==> src/rtl/tcdm_bank_arb.sv <==
// Round-robin arbiter for one TCDM bank port, with a fixed-latency response
// pipeline that routes each bank response back to the requester that was granted.
module tcdm_bank_arb #(
    parameter int unsigned NumIn         = 8,
    parameter int unsigned ReqDataWidth  = 32,
    parameter int unsigned RespDataWidth = 32,
    parameter int unsigned MemLatency    = 1,
    parameter bit          WriteRespOn   = 1'b1,
    parameter bit          ExtPrio       = 1'b0,
    localparam int unsigned IdxW         = (NumIn > 1) ? $clog2(NumIn) : 1
) (
    input  logic                                clk_i,
    input  logic                                rst_ni,
    input  logic [NumIn-1:0]                    req_i,
    input  logic [NumIn-1:0]                    wen_i,
    input  logic [NumIn-1:0][ReqDataWidth-1:0]  wdata_i,
    output logic [NumIn-1:0]                    gnt_o,
    output logic [NumIn-1:0]                    vld_o,
    output logic [NumIn-1:0][RespDataWidth-1:0] rdata_o,
    input  logic [IdxW-1:0]                     rr_i,
    output logic                                req_o,
    output logic                                wen_o,
    output logic [ReqDataWidth-1:0]             wdata_o,
    input  logic                                gnt_i,
    input  logic [RespDataWidth-1:0]            rdata_i
);

    if (MemLatency < 1) begin : g_bad_latency
        $fatal(1, "tcdm_bank_arb: MemLatency must be >= 1");
    end

    logic [IdxW-1:0] rr_q, ptr, ptr_mod, winner;
    logic [31:0]     cand;
    logic            hs, resp_v;
    logic [MemLatency-1:0]           vld_pipe;
    logic [MemLatency-1:0][IdxW-1:0] idx_pipe;

    // Pointer range is below 2*NumIn, so one conditional subtract is a full modulo.
    assign ptr     = ExtPrio ? rr_i : rr_q;
    assign ptr_mod = (32'(ptr) >= NumIn) ? ptr - IdxW'(NumIn) : ptr;

    // Scan from farthest to nearest offset so the closest requester wins last.
    always_comb begin
        winner = '0;
        cand   = '0;
        for (int off = int'(NumIn) - 1; off >= 0; off--) begin
            cand = 32'(ptr_mod) + 32'(off);
            if (cand >= NumIn) cand = cand - NumIn;
            if (req_i[cand[IdxW-1:0]]) winner = cand[IdxW-1:0];
        end
    end

    assign req_o   = |req_i;
    assign wen_o   = req_o & wen_i[winner];
    assign wdata_o = req_o ? wdata_i[winner] : '0;
    assign hs      = req_o & gnt_i;
    assign resp_v  = hs & (~wen_o | WriteRespOn);

    always_comb begin
        gnt_o = '0;
        vld_o = '0;
        for (int i = 0; i < int'(NumIn); i++) begin
            gnt_o[i]   = hs && (winner == IdxW'(i));
            vld_o[i]   = vld_pipe[MemLatency-1] && (idx_pipe[MemLatency-1] == IdxW'(i));
            rdata_o[i] = rdata_i;
        end
    end

    always_ff @(posedge clk_i or negedge rst_ni) begin
        if (!rst_ni) begin
            rr_q     <= '0;
            vld_pipe <= '0;
            idx_pipe <= '0;
        end else begin
            if (!ExtPrio && hs)
                rr_q <= (32'(winner) == NumIn - 1) ? '0 : winner + 1'b1;
            vld_pipe[0] <= resp_v;
            idx_pipe[0] <= winner;
            for (int k = 1; k < int'(MemLatency); k++) begin
                vld_pipe[k] <= vld_pipe[k-1];
                idx_pipe[k] <= idx_pipe[k-1];
            end
        end
    end

    a_gnt_onehot: assert property (@(posedge clk_i) $onehot0(gnt_o));
    a_vld_onehot: assert property (@(posedge clk_i) $onehot0(vld_o));

endmodule

==> config.mk <==
export PLATFORM = sky130hd
export DESIGN_NAME = tcdm_bank_arb
export DESIGN_NICKNAME = d
export VERILOG_FILES = /design/src/rtl/tcdm_bank_arb.sv
export SDC_FILE = /design/constraint.sdc
export NUM_CORES = 1
export LEC_CHECK = 0
export BUFFER_PORTS_ARGS = -buffer_cell sky130_fd_sc_hd__buf_2
export CORE_AREA = 10 10 231 233
export CTS_CLUSTER_SIZE = 14
export DETAILED_ROUTE_END_ITERATION = 7
export DIE_AREA = 0 0 241 243
export SETUP_SLACK_MARGIN = 0.3
export SLEW_MARGIN = 15
export SYNTH_ARGS = -nofsm -noshare
export SYNTH_HDL_FRONTEND = slang
export SYNTH_SLANG_ARGS = --single-unit
==> constraint.sdc <==
create_clock -name clk_i -period 7.63 [get_ports clk_i]
set_clock_uncertainty 0.1 [all_clocks]
set_input_delay 0 -clock clk_i [delete_from_list [all_inputs] [get_ports clk_i]]
set_output_delay 0 -clock clk_i [all_outputs]
set_load 0.05 [all_outputs]
==> results_dict.tcl <==
set metrics [dict create \
    drt.antenna.violating_nets 0 \
    final_layout_size_suffix_gt1_share_pct 52.7 \
    final.setup.worst_slack_ns 1.69 \
    groute.usage.overall_pct 9.62 \
    worstSetupStartpointType "flop" \
    path_class "flop to primary output" \
    critical_path_rt_ns 7.53 \
    hold_violations 0 \
    yosys_warnings 0 \
    max_clock_freq_ghz 0.168 \
    finalSetupViolCount 0 \
    syn_area_per_cell_um2 8.11 \
    synthXorXnorAreaFrac_pct 0.931 \
    cts-htree-levels 1 \
    cp.arrival_ns 5.84 \
    yosys.area_share.adder_pct 1.52 \
    post_cts_resize_count 0 \
    core_area_um2 48600 \
    post_cts.repair.setup_buffers 0 \
    synth_mux_area_share_pct 11.4 \
    clkTransAtPathRegs_ns 0.04 \
    clock-root-buffer "sky130_fd_sc_hd__clkbuf_16" \
    drt_wl_total_um 30700 \
    r2r_cells 13 \
    number_of_global_route_vias_before_repair 6578 \
    detail_route.drc_violations 0 \
    main_combinational_cell_family_by_area_after_synthesis "buffers and inverters" \
    numPortBuffers 324 \
    post-route-min-period_ns 5.94 \
    start_util_pct 13.5 \
    layout_worst_path_cycle_share_pct 77.8 \
    synth_compound_area_share_pct 32.3 \
    die_area_um2 58600 \
    cts_tree "built" \
    synth.top_cells.by_area "sky130_fd_sc_hd__buf_4 (30%), sky130_fd_sc_hd__o211ai_2 (7.6%), sky130_fd_sc_hd__o2111ai_1 (7.6%), sky130_fd_sc_hd__and3_1 (6.7%), sky130_fd_sc_hd__mux2i_1 (6.7%)" \
    finalSetupTns_ns 0 \
    routed-wl-met3_um 3060 \
    met2_length_um 15100 \
    chipWidth_um 241 \
    synth_edf_count 0 \
    worst_setup_path_end_kind "primary output" \
    ioPinCount 616 \
    cts-root-to-sink-buffers 2 \
    place_ws_ns 1.85 \
    final_max_slew_viol_count 0 \
    syn-num-nets 1130 \
    grt.overflow.total 0 \
    tritoncts.num_buffers 3 \
    area_delta_synth_final_pct 17.3 \
    met1Wirelength_um 11900 \
    synth.lib_cells_used.distinct 55 \
    status "finished, final reports clean" \
    holdCritPathClass "input port to asynchronous set/reset pin" \
    cp_max_fo 41 \
    antenna_found_initial 7 \
    final_common_cell "sky130_fd_sc_hd__buf_2" \
    routed.top_layer "met5" \
    layout.cells.most_common_list "sky130_fd_sc_hd__buf_2 (324), sky130_fd_sc_hd__and3_1 (71), sky130_fd_sc_hd__o2111ai_1 (57)" \
    drt_pre_antenna_iters 6 \
    synth-seq-area-share_pct 2.66 \
    dp_cells 1439 \
    drt-wirelength-per-cell_um 20.8 \
    maximum_capacitance_violations 0 \
    finish.cell_count_without_fillers 1477 \
    place_congestion 0.854 \
    dp_hpwl_um 23700 \
    timing_worst_slew_pin_value_ns 0.939 \
    whs_ns 0.0583 \
    grt_max_degree 166 \
    synth_largest_type_area_fraction_pct 30.3 \
    die_height_um 243 \
    synth_flop_cell "sky130_fd_sc_hd__dfrtp_1" \
    fp-row-count 81 \
    clock_sinks 7 \
    async_flop_share_pct 100 \
    synthDominantAreaCellType "sky130_fd_sc_hd__buf_4" \
    synth-simple-area-share_pct 14.4 \
    clk-insertion-delay-late_ns 0.23 \
    worst_slew_margin_rel_pct 37.4 \
    grt_setup_unrepaired "no" \
    grt_first_pass_wirelength_um 42700 \
    netlist_instances 812 \
    detail_route.vias_per_cell 4.25 \
    vias 6278 \
    postSynthRegisterBits 7 \
    initial_drt_markers 245 \
    netlist_area_um2 6580 \
    finish.net_count 1173 \
]
==> final cells by class <==
| class | instances | area [um^2] |
|---|---|---|
| Multi-Input combinational cell | 463 | 4020 |
| Inverter | 9 | 36.3 |
| Sequential cell | 7 | 175 |
| Timing Repair Buffer | 371 | 2630 |
| Tap cell | 622 | 778 |
| Clock buffer | 4 | 78.8 |
| Antenna cell | 1 | 2.50 |
| Fill cell | 5503 | 40900 |
==> final timing paths <==
| kind | from | end | slack (ns) |
|---|---|---|---|
| max | ptr[1]$_DFFE_PN0P_ | wdata_o[29] | 1.69 |
| min reg2reg | ptr[0]$_DFFE_PN0P_ | ptr[0]$_DFFE_PN0P_ | 0.71 |
| max in group asynchronous | rst_ni | idx_pipe[1]$_DFF_PN0_ | 7.21 |
| max reg2reg | ptr[1]$_DFFE_PN0P_ | ptr[2]$_DFFE_PN0P_ | 2.36 |
| min | rst_ni | ptr[0]$_DFFE_PN0P_ | 0.06 |
| min in group clk_i | rdata_i[22] | rdata_o[86] | 0.15 |
==> logic make-up after synthesis <==
family	after synthesis
buffers and inverters	342
AO/OA/AOI/OAI	237
AND/OR/NAND/NOR	153
multiplexers	61
adder cells (fa/ha/maj)	8
flip-flops	7
XOR/XNOR	4
==> metrics by stage <==
stage	instance area [um^2]	utilization [%]
after floorplan	6580	-
after global placement	6750	13.9
after detailed placement	6750	13.9
after CTS	7720	15.9
after global routing	7720	15.9
final	7720	15.9
==> per-layer routing <==
layer,GRT usage (%),up-vias
met5,0,-
met4,2.55,4
met3,2.39,34
met2,17.3,387
met1,11.0,2991
li1,-,2862
==> registers in the layout (all words and copies together), names as in the netlist <==
name	count
idx_pipe	3
ptr	3
vld_pipe	1
==> timing repair <==
action | 4_1_cts | 5_1_grt
endpoints found under the hold margin | 263 | 0
hold buffers | 33 | 0
setup endpoints to repair | 0 | 0
==> cell usage after synthesis (all sizes together), types with 5 or more instances <==
cell type and number:
buf 301, and3 71, o2111ai 67, o211ai 67, a21boi 66, mux2i 47
nand3b 34, clkbuf 32, nor2 16, nand2 13, a21oi 9, inv 9
mux4 9, ha 8, a22oi 7, dfrtp 7, o21ai 6, mux2 5
==> worst max-delay path, stage by stage (launching register included) <==
cell	delay, ns
sky130_fd_sc_hd__dfrtp_1	0.95
sky130_fd_sc_hd__inv_1	0.33
sky130_fd_sc_hd__ha_1	0.64
sky130_fd_sc_hd__mux4_2	0.46
sky130_fd_sc_hd__a21o_1	0.24
sky130_fd_sc_hd__a32o_1	0.21
sky130_fd_sc_hd__or3_4	0.67
sky130_fd_sc_hd__a21oi_4	0.62
sky130_fd_sc_hd__buf_4	0.43
sky130_fd_sc_hd__o211ai_1	0.41
sky130_fd_sc_hd__o2111ai_1	0.26
sky130_fd_sc_hd__buf_2	0.32
Power is left out: the tool's default activity adds up to more than one toggle a clock period on the data nets, which glitch-free logic cannot reach.
